==> src/rtl/sha256_pkg.sv <==
// SHA-256 constants, FSM state type, working-variable struct and the round/schedule helper functions.
// Shared by the streaming hasher top and its combinational round sub-module.
package sha256_pkg;

    typedef enum logic [2:0] {IDLE, PREP, ROUND, FINAL, WRITE} state_t;

    typedef struct packed {
        logic [31:0] a;
        logic [31:0] b;
        logic [31:0] c;
        logic [31:0] d;
        logic [31:0] e;
        logic [31:0] f;
        logic [31:0] g;
        logic [31:0] h;
    } work_t;

    localparam logic [31:0] K [0:63] = '{
        32'h428a2f98, 32'h71374491, 32'hb5c0fbcf, 32'he9b5dba5, 32'h3956c25b, 32'h59f111f1, 32'h923f82a4, 32'hab1c5ed5,
        32'hd807aa98, 32'h12835b01, 32'h243185be, 32'h550c7dc3, 32'h72be5d74, 32'h80deb1fe, 32'h9bdc06a7, 32'hc19bf174,
        32'he49b69c1, 32'hefbe4786, 32'h0fc19dc6, 32'h240ca1cc, 32'h2de92c6f, 32'h4a7484aa, 32'h5cb0a9dc, 32'h76f988da,
        32'h983e5152, 32'ha831c66d, 32'hb00327c8, 32'hbf597fc7, 32'hc6e00bf3, 32'hd5a79147, 32'h06ca6351, 32'h14292967,
        32'h27b70a85, 32'h2e1b2138, 32'h4d2c6dfc, 32'h53380d13, 32'h650a7354, 32'h766a0abb, 32'h81c2c92e, 32'h92722c85,
        32'ha2bfe8a1, 32'ha81a664b, 32'hc24b8b70, 32'hc76c51a3, 32'hd192e819, 32'hd6990624, 32'hf40e3585, 32'h106aa070,
        32'h19a4c116, 32'h1e376c08, 32'h2748774c, 32'h34b0bcb5, 32'h391c0cb3, 32'h4ed8aa4a, 32'h5b9cca4f, 32'h682e6ff3,
        32'h748f82ee, 32'h78a5636f, 32'h84c87814, 32'h8cc70208, 32'h90befffa, 32'ha4506ceb, 32'hbef9a3f7, 32'hc67178f2
    };

    localparam logic [31:0] IV [0:7] = '{
        32'h6a09e667, 32'hbb67ae85, 32'h3c6ef372, 32'ha54ff53a,
        32'h510e527f, 32'h9b05688c, 32'h1f83d9ab, 32'h5be0cd19
    };

    function automatic logic [31:0] rotr(input logic [31:0] x, input int n);
        return (x >> n) | (x << (32 - n));
    endfunction

    function automatic logic [31:0] big_sigma0(input logic [31:0] x);
        return rotr(x, 2) ^ rotr(x, 13) ^ rotr(x, 22);
    endfunction

    function automatic logic [31:0] big_sigma1(input logic [31:0] x);
        return rotr(x, 6) ^ rotr(x, 11) ^ rotr(x, 25);
    endfunction

    function automatic logic [31:0] small_sigma0(input logic [31:0] x);
        return rotr(x, 7) ^ rotr(x, 18) ^ (x >> 3);
    endfunction

    function automatic logic [31:0] small_sigma1(input logic [31:0] x);
        return rotr(x, 17) ^ rotr(x, 19) ^ (x >> 10);
    endfunction

    function automatic logic [31:0] ch(input logic [31:0] x, input logic [31:0] y, input logic [31:0] z);
        return (x & y) ^ (~x & z);
    endfunction

    function automatic logic [31:0] maj(input logic [31:0] x, input logic [31:0] y, input logic [31:0] z);
        return (x & y) ^ (x & z) ^ (y & z);
    endfunction

    // Padded length is N words + 0x80 marker + 2 length words, rounded up to whole blocks.
    function automatic int blocks_for(input int n);
        return (n + 2) / 16 + 1;
    endfunction

    function automatic work_t iv_state();
        return {IV[0], IV[1], IV[2], IV[3], IV[4], IV[5], IV[6], IV[7]};
    endfunction

    function automatic work_t add_state(input work_t x, input work_t y);
        work_t r;
        r.a = x.a + y.a;
        r.b = x.b + y.b;
        r.c = x.c + y.c;
        r.d = x.d + y.d;
        r.e = x.e + y.e;
        r.f = x.f + y.f;
        r.g = x.g + y.g;
        r.h = x.h + y.h;
        return r;
    endfunction

    function automatic logic [31:0] state_word(input work_t s, input logic [2:0] k);
        case (k)
            3'd0:    return s.a;
            3'd1:    return s.b;
            3'd2:    return s.c;
            3'd3:    return s.d;
            3'd4:    return s.e;
            3'd5:    return s.f;
            3'd6:    return s.g;
            default: return s.h;
        endcase
    endfunction

endpackage

==> src/rtl/sha256_round.sv <==
// One SHA-256 compression round, purely combinational: {a..h}, W_t, K_t in, next {a..h} out.
module sha256_round
    import sha256_pkg::*;
(
    input  work_t       cur,
    input  logic [31:0] w,
    input  logic [31:0] k,
    output work_t       nxt
);

    logic [31:0] t1;
    logic [31:0] t2;

    always_comb begin
        t1 = cur.h + big_sigma1(cur.e) + ch(cur.e, cur.f, cur.g) + k + w;
        t2 = big_sigma0(cur.a) + maj(cur.a, cur.b, cur.c);
        nxt.a = t1 + t2;
        nxt.b = cur.a;
        nxt.c = cur.b;
        nxt.d = cur.c;
        nxt.e = cur.d + t1;
        nxt.f = cur.e;
        nxt.g = cur.f;
        nxt.h = cur.g;
    end

endmodule

==> src/rtl/sha256_stream_hasher.sv <==
// Streams a word-aligned message from memory, pads on the fly and hashes it one round per cycle.
// Start to done: 66 cycles per 512-bit block plus 8 digest write cycles; no overlap between hashes.
module sha256_stream_hasher
    import sha256_pkg::*;
#(
    parameter int MAX_WORDS = 1024,
    parameter int ADDR_W    = 16,
    parameter int LEN_W     = 11
) (
    input  logic              clk,
    input  logic              reset,
    input  logic              start,
    input  logic [ADDR_W-1:0] message_addr,
    input  logic [ADDR_W-1:0] output_addr,
    input  logic [LEN_W-1:0]  msg_words,
    output logic              done,
    output logic              mem_clk,
    output logic              mem_we,
    output logic [ADDR_W-1:0] mem_addr,
    output logic [31:0]       mem_write_data,
    input  logic [31:0]       mem_read_data,
    output logic [255:0]      digest
);

    localparam int BLK_W = $clog2(blocks_for(MAX_WORDS) + 1);
    localparam int IDX_W = BLK_W + 4;

    state_t            state;
    state_t            state_next;
    logic [ADDR_W-1:0] base_addr;
    logic [ADDR_W-1:0] out_addr;
    logic [LEN_W-1:0]  n_words;
    logic [LEN_W-1:0]  len_sat;
    logic [BLK_W-1:0]  blk;
    logic [BLK_W-1:0]  n_blocks;
    logic [5:0]        rnd;
    logic [2:0]        wk;
    work_t             hash;
    work_t             work;
    work_t             round_out;
    work_t             hash_sum;
    logic [31:0]       win [16];
    logic [31:0]       w_t;
    logic [IDX_W-1:0]  cur_idx;
    logic              last_blk;

    function automatic logic is_msg(input logic [IDX_W-1:0] idx, input logic [LEN_W-1:0] n);
        return 32'(idx) < 32'(n);
    endfunction

    function automatic logic [ADDR_W-1:0] rd_addr(input logic [ADDR_W-1:0] base, input logic [IDX_W-1:0] idx);
        return base + ADDR_W'(idx);
    endfunction

    assign mem_clk  = clk;
    assign done     = (state == IDLE);
    assign len_sat  = (msg_words > LEN_W'(MAX_WORDS)) ? LEN_W'(MAX_WORDS) : msg_words;
    assign last_blk = (blk == n_blocks - BLK_W'(1));
    assign cur_idx  = {blk, rnd[3:0]};
    assign hash_sum = add_state(hash, work);

    // First 16 rounds take the padded stream; later rounds expand from the sliding window.
    always_comb begin
        w_t = '0;
        if (rnd < 6'd16) begin
            if (is_msg(cur_idx, n_words)) begin
                w_t = mem_read_data;
            end else if (32'(cur_idx) == 32'(n_words)) begin
                w_t = 32'h80000000;
            end else if (last_blk && rnd[3:0] == 4'hf) begin
                w_t = 32'(n_words) << 5;
            end
        end else begin
            w_t = small_sigma1(win[14]) + win[9] + small_sigma0(win[1]) + win[0];
        end
    end

    sha256_round u_round (
        .cur (work),
        .w   (w_t),
        .k   (K[rnd]),
        .nxt (round_out)
    );

    always_ff @(posedge clk) begin
        if (reset) state <= IDLE;
        else       state <= state_next;
    end

    always_comb begin
        state_next = state;
        case (state)
            IDLE:    if (start) state_next = PREP;
            PREP:    state_next = ROUND;
            ROUND:   if (rnd == 6'd63) state_next = FINAL;
            FINAL:   state_next = last_blk ? WRITE : PREP;
            WRITE:   if (wk == 3'd7) state_next = IDLE;
            default: state_next = IDLE;
        endcase
    end

    always_ff @(posedge clk) begin
        if (reset) begin
            base_addr      <= '0;
            out_addr       <= '0;
            n_words        <= '0;
            n_blocks       <= '0;
            blk            <= '0;
            rnd            <= '0;
            wk             <= '0;
            hash           <= '0;
            work           <= '0;
            mem_we         <= 1'b0;
            mem_addr       <= '0;
            mem_write_data <= '0;
            digest         <= '0;
            for (int i = 0; i < 16; i++) win[i] <= '0;
        end else begin
            case (state)
                IDLE: begin
                    if (start) begin
                        base_addr <= message_addr;
                        out_addr  <= output_addr;
                        n_words   <= len_sat;
                        n_blocks  <= BLK_W'(blocks_for(int'(len_sat)));
                        blk       <= '0;
                        rnd       <= '0;
                        wk        <= '0;
                        hash      <= iv_state();
                        work      <= iv_state();
                        if (len_sat != '0) mem_addr <= message_addr;
                    end
                end
                PREP: begin
                    if (is_msg({blk, 4'd1}, n_words)) mem_addr <= rd_addr(base_addr, {blk, 4'd1});
                end
                ROUND: begin
                    work <= round_out;
                    rnd  <= rnd + 6'd1;
                    for (int i = 0; i < 15; i++) win[i] <= win[i+1];
                    win[15] <= w_t;
                    // Address issued now is consumed two rounds ahead (one cycle register, one cycle memory).
                    if (rnd < 6'd14 && is_msg({blk, rnd[3:0] + 4'd2}, n_words))
                        mem_addr <= rd_addr(base_addr, {blk, rnd[3:0] + 4'd2});
                end
                FINAL: begin
                    hash <= hash_sum;
                    work <= hash_sum;
                    if (!last_blk) begin
                        blk <= blk + BLK_W'(1);
                        if (is_msg({blk + BLK_W'(1), 4'd0}, n_words))
                            mem_addr <= rd_addr(base_addr, {blk + BLK_W'(1), 4'd0});
                    end else begin
                        digest         <= hash_sum;
                        wk             <= '0;
                        mem_we         <= 1'b1;
                        mem_addr       <= out_addr;
                        mem_write_data <= state_word(hash_sum, 3'd0);
                    end
                end
                WRITE: begin
                    if (wk == 3'd7) begin
                        mem_we <= 1'b0;
                    end else begin
                        wk             <= wk + 3'd1;
                        mem_addr       <= out_addr + ADDR_W'(wk + 3'd1);
                        mem_write_data <= state_word(hash, wk + 3'd1);
                    end
                end
                default: ;
            endcase
        end
    end

endmodule

==> config.mk <==
export PLATFORM = sky130hd
export DESIGN_NAME = sha256_stream_hasher
export DESIGN_NICKNAME = d
export VERILOG_FILES = /design/src/rtl/sha256_pkg.sv /design/src/rtl/sha256_round.sv /design/src/rtl/sha256_stream_hasher.sv
export SDC_FILE = /design/constraint.sdc
export NUM_CORES = 2
export LEC_CHECK = 0
export ABC_AREA = 0
export CORE_MARGIN = 2
export CORE_UTILIZATION = 56
export DETAILED_ROUTE_END_ITERATION = 16
export PLACE_DENSITY = 0.89
export SYNTH_ARGS = -nofsm -noshare
export SYNTH_HDL_FRONTEND = slang
export SYNTH_SLANG_ARGS = --single-unit
==> constraint.sdc <==
create_clock -name clk -period 15.4 [get_ports clk]
set_input_delay 3.08 -clock clk [delete_from_list [all_inputs] [get_ports clk]]
set_output_delay 3.08 -clock clk [all_outputs]
set_load 0.03 [all_outputs]
## Yosys cells after proc, flatten, opt, wreduce, memory -nomap -nowiden

Memories as Yosys holds them, arrays and structs flattened.
Index checks and enable logic that the tools add are counted.

- Register bits after elaboration: 886
- Memory bits (writable): 512
- Memory bits (read-only): 2,048
- Word-level logic and storage cells: 222
- Memories kept: 2

Memories:

| memory | depth | bits a word | rd ports | clocked after memory_dff | write ports | RTL line | RTL |
|---|---|---|---|---|---|---|---|
| (name not given) | 64 | 32 | 1 | 0 | 0 | sha256_stream_hasher.sv:81 | `.k (K[rnd]),` |
| win | 16 | 32 | 16 | 0 | 16 | sha256_stream_hasher.sv:42 | `logic [31:0] win [16];` |

- $add $sub $neg: 31
- Order comparisons: 8
- Equal/unequal tests: 25
- Multiplexer cells: 60
- Bitwise operators: 45
- Reduce and logical (&&, ||, !) cells: 23

Operator list:

| kind | number |
|---|---|
| 256-bit case mux with 3 select lines | 1 |
| 32-bit 2-to-1 mux | 23 |
| 32-bit adder | 18 |
| 256-bit case mux with 2 select lines | 1 |
| 32-bit XOR | 9 |
| 256-bit 2-to-1 mux | 1 |
| 32-bit case mux with 7 select lines | 1 |
| 32-bit AND | 5 |
| 16-bit 2-to-1 mux | 8 |
| 16-bit case mux with 5 select lines | 1 |
| 32-bit case mux with 2 select lines | 1 |
| 16-bit by 11-bit adder with 16-bit output | 3 |
| 11-bit less-than comparator | 4 |
| 32-bit NOT | 1 |
| 10-bit by 32-bit bitwise OR with 32-bit output | 1 |
| 13-bit by 32-bit bitwise OR with 32-bit output | 1 |
| 14-bit by 32-bit bitwise OR with 32-bit output | 1 |
| 15-bit by 32-bit bitwise OR with 32-bit output | 1 |
| 19-bit by 32-bit bitwise OR with 32-bit output | 1 |
| 21-bit by 32-bit bitwise OR with 32-bit output | 1 |
| 25-bit by 32-bit bitwise OR with 32-bit output | 1 |
| 26-bit by 32-bit bitwise OR with 32-bit output | 1 |
| 30-bit by 32-bit bitwise OR with 32-bit output | 1 |
| 7-bit by 32-bit bitwise OR with 32-bit output | 1 |
| 50 further kinds | 105 |

## Depth between registers and ports, before layout

An unclocked memory read counts as a cell.

- Depth in word-level cells: 11
- Depth in mapped cells: 41
- Gate-level depth less buffers: 41

## Modules after synthesis

From an unflattened synthesis, not the netlist that was laid out.

- Cell total of the unflattened synthesis: 9,555
- Area, all modules: 85,361.9 µm²

By module, submodules not included:

| module | instances | cells an instance | area an instance (µm²) |
|---|---|---|---|
| sha256_stream_hasher | 1 | 8,220 | 74,432.6 |
| sha256_round | 1 | 1,335 | 10,929.2 |

==> flow_summary_export.csv <==
group,metric,value,unit
critical_path,cpMostUsedCell,"clkbuf_16",
power_and_ir_drop,vdd_drop_max,0.428,mV
synthesis,yosysWarningCount,0,
finish,layout.cells.most_common,"nand2_1",
place,placement.io_buffers,384,
timing,clock_skew,0.0540,ns
critical_path,r2r_slack,4.30,ns
floorplan,io_pins,385,
critical_path,rr_startpoint,"win[0][52]",
clocking,ctsResizeCount,0,
power_and_ir_drop,pwr-share-clk,15.4,%
routing,drc,0,
critical_path,critPathKind,"clk2out",
floorplan,die_area,151000,um^2
routing,wl_per_cell,31.5,um
clocking,cts_hold_buf,0,
routing,ant_nets,0,
global_routing,grt_pass1_wl,504000,um
power_and_ir_drop,seqPwrFrac,17.8,%
synthesis,synthCells,9236,
finish,fillers,12103,
synthesis,ys_ff_latch,1398,
timing,slew_violations,2,
critical_path,crit_start,"clk",
synthesis,synth-edff-count,512,
floorplan,initial_core_util,56.3,%
global_routing,grt_pass1_vias,70833,
critical_path,reg2reg_depth,39,
finish,areaGrowthSynthToFinish,13.0,%
synthesis,netlist_area,83000,um^2
clocking,clk_pin_slew,0.06,ns
timing,setup_tns,0,ns
synthesis,synth-simple-area-share,15.7,%
clocking,clk_latency,0.96,ns
finish,drive_above_1_share,5.31,%
critical_path,worstReg2RegEnd,"work[255]",
global_routing,grt_antenna_before_repair,28,
floorplan,die_h,389,um
critical_path,critical-path-slowest-cell,"clkdlybuf4s50_1",
synthesis,synth.avg_cell_area,8.99,um^2
synthesis,ys_seq_area_share,39.9,%
synthesis,yosys-mux-area-fraction,0.961,%
power_and_ir_drop,p_sw,13.2,mW
run_status,violations,"capacitance limit, slew limit",
synthesis,synth_xor_area_share,6.78,%
synthesis,ys_types,86,
job,maxCapViolCount,1,
power_and_ir_drop,p_leak,37.6,nW
worst_hold_path,hold_path_class,"reg2reg",
timing,final-setup-viol-count,0,
critical_path,timing.critical_path.buf_inv,3,
global_routing,grt_overflow,0,
finish,seqCellArea,33100,um^2
floorplan,rows,141,
critical_path,path_cells,"clkbuf_16, clkbuf_16, clkdlybuf4s50_1",
clocking,cts_tree,"built",
routing,drtIter0Drc,11467,
place,gp_congestion,1.08,
critical_path,cp_top_family,"buffers and inverters",
routing,totalWireLength,358000,um
synthesis,synth_compound_area_share,20.5,%
timing,whs,0.453,ns
finish,final_cell_mix,"nand2_1, a21oi_1, dfxtp_1, nor2_1, edfxtp_1",
run_status,outcome,"finished with violations",
power_and_ir_drop,combinationalPowerShare,66.7,%
critical_path,cp_num_cells,3,
power_and_ir_drop,swShare,50.4,%
timing,worst_pin_slew,1.57,ns
global_routing,track_usage,45.9,%
floorplan,coreArea,147000,um^2
timing,relSlewSlack,-5.75,%
critical_path,end_kind,"output port",
floorplan,die_w,389,um
power_and_ir_drop,powerDensity,280,nW/um^2
clocking,cts_setup_buffers,0,
synthesis,synth_top_family_by_area,"compound AO/OA/AOI/OAI gates",
routing,vias_per_cell,6.68,
critical_path,critPathMaxFanout,2,
synthesis,synthArstFlopShare,0,%
global_routing,grt_max_degree,244,
critical_path,start_kind,"clock port",
synthesis,ys.flop_type,"dfxtp_1",
critical_path,cpPeakStageDelay,0.58,ns
power_and_ir_drop,cellInternalPower,13.0,mW
critical_path,cp-endpoint,"mem_clk",
critical_path,critPathArrivalTime,8.53,ns
timing,rsz0062_at_grt,"false",
routing,num_vias,75939,
synthesis,synth-adder-area-share,11.8,%
timing,final-hold-violation-count,0,
routing,first_pass_iters,9,
critical_path,required,12.32,ns
synthesis,synth_nets,9964,
finish,nets,10038,
place,hpwl,266000,um
finish,multiInputGateArea,46500,um^2
-- cells in the mapped netlist (41+ instances only) --
| library cell | n | area, um^2 |
|---|---|---|
| xnor2_1 | 444 | 3890 |
| a21oi_1 | 991 | 4960 |
| o21bai_1 | 67 | 503 |
| xor2_1 | 196 | 1720 |
| o211ai_1 | 65 | 488 |
| dfxtp_1 | 886 | 17700 |
| a22oi_1 | 187 | 1400 |
| inv_1 | 393 | 1480 |
| o21ai_0 | 454 | 2270 |
| mux2i_1 | 55 | 551 |
| nand2b_1 | 51 | 319 |
| and3_1 | 76 | 475 |
| nand3_1 | 102 | 510 |
| clkbuf_1 | 513 | 1930 |
| a222oi_1 | 42 | 420 |
| nor2_1 | 652 | 2450 |
| o21a_1 | 74 | 556 |
| buf_1 | 63 | 236 |
| edfxtp_1 | 512 | 15400 |
| nor3_1 | 135 | 676 |
| nand2_1 | 1082 | 4060 |
| nand4_1 | 43 | 269 |
| a211oi_1 | 126 | 946 |
| a31oi_1 | 61 | 382 |
| ha_1 | 451 | 5640 |
| o221a_2 | 42 | 473 |
| o22ai_1 | 41 | 257 |
| fa_1 | 199 | 3980 |
| a21o_1 | 210 | 1580 |
| and2_1 | 365 | 2280 |
| nor2b_1 | 214 | 1340 |
-- cell families (layout without fill, tap and decap cells) --
logic type | after synthesis | count (layout)
AOI/OAI and AO/OA | 2668 | 2668
xor gates and xnor gates | 641 | 641
adders and majority gates | 668 | 668
buffers and inverters | 977 | 1174
DFF | 1398 | 1398
muxes | 68 | 68
other | 0 | 12
and+or+nand+nor | 2816 | 2816
-- sequential cells by signal (all words and copies together), names as in the netlist --
name and flops:
base_addr 16, blk 7, digest 256, hash 256, mem_addr 16, mem_we 1, mem_write_data 32, n_blocks 7
n_words 11, out_addr 16, rnd 6, state 3, win 512, wk 3, work 256
-- per-stage QoR --
| stage | power [mW] | worst slack (ns) | utilization [%] | instances | area (um^2) |
|---|---|---|---|---|---|
| final | 26.3 | 3.79 | 63.6 | 11375 | 93800 |
| after global routing | 27.6 | 3.72 | 63.6 | 11363 | 93800 |
| after CTS | 25.8 | 3.78 | 63.6 | 11363 | 93800 |
| after detailed placement | 21.7 | 4.06 | 59.8 | 11082 | 88300 |
| after global placement | 21.8 | 4.06 | 59.8 | 11082 | 88300 |
| after floorplan | 16.5 | 4.47 | - | 9236 | 83100 |
-- metal layers --
metal	track usage [%]	wire (um)	vias up
met1	59.3	133000	36659
met5	0	161	-
met4	30.6	28500	26
li1	-	-	32701
met2	65.6	147000	5465
met3	14.9	49700	1088
-- worst min-delay path by stage --
stage / start / to / slack, ns / cells past startpoint
after global placement: mem_write_data[4] / mem_write_data[4] / 0.44 / 2
after global routing: mem_write_data[2] / mem_write_data[2] / 0.47 / 2
after detailed placement: mem_write_data[11] / mem_write_data[11] / 0.44 / 2
after floorplan: hash[94] / hash[94] / 0.44 / 2
after CTS: mem_write_data[11] / mem_write_data[11] / 0.45 / 2
final: mem_write_data[11] / mem_write_data[11] / 0.45 / 2
-- worst reg2reg max path, delay by kind of cell, from the launching register on --
kind	cells	cell delay, ns
flip-flops	1	0.51
XOR/XNOR	6	1.14
AND/OR/NAND/NOR	5	0.88
AO/OA/AOI/OAI	19	5.35
adder cells (fa/ha/maj)	7	2.95
buffers and inverters	2	0.10
-- final cells by class --
cell class	count	share of cell area (%)
multi-input combinational	6861	49.5
sequential	1398	35.3
timing repair buffer	495	5.07
clock buffer	199	4.59
tap	1930	2.57
inverter	397	1.59
clock inverter	83	1.30
antenna	12	0.0320
-- power groups by stage --
stage          registers [mW]  clock network, mW  logic [mW]
6_report                 4.68               4.05        17.5
5_1_grt                  4.67               4.19        18.8
3_5_place_dp             4.71             0.0108        16.9
3_3_place_gp             4.69             0.0108        17.1
4_1_cts                  4.64               4.07        17.1
2_1_floorplan            4.46            0.00972        12.0
Note: power is estimated with default switching activity, not from simulation.
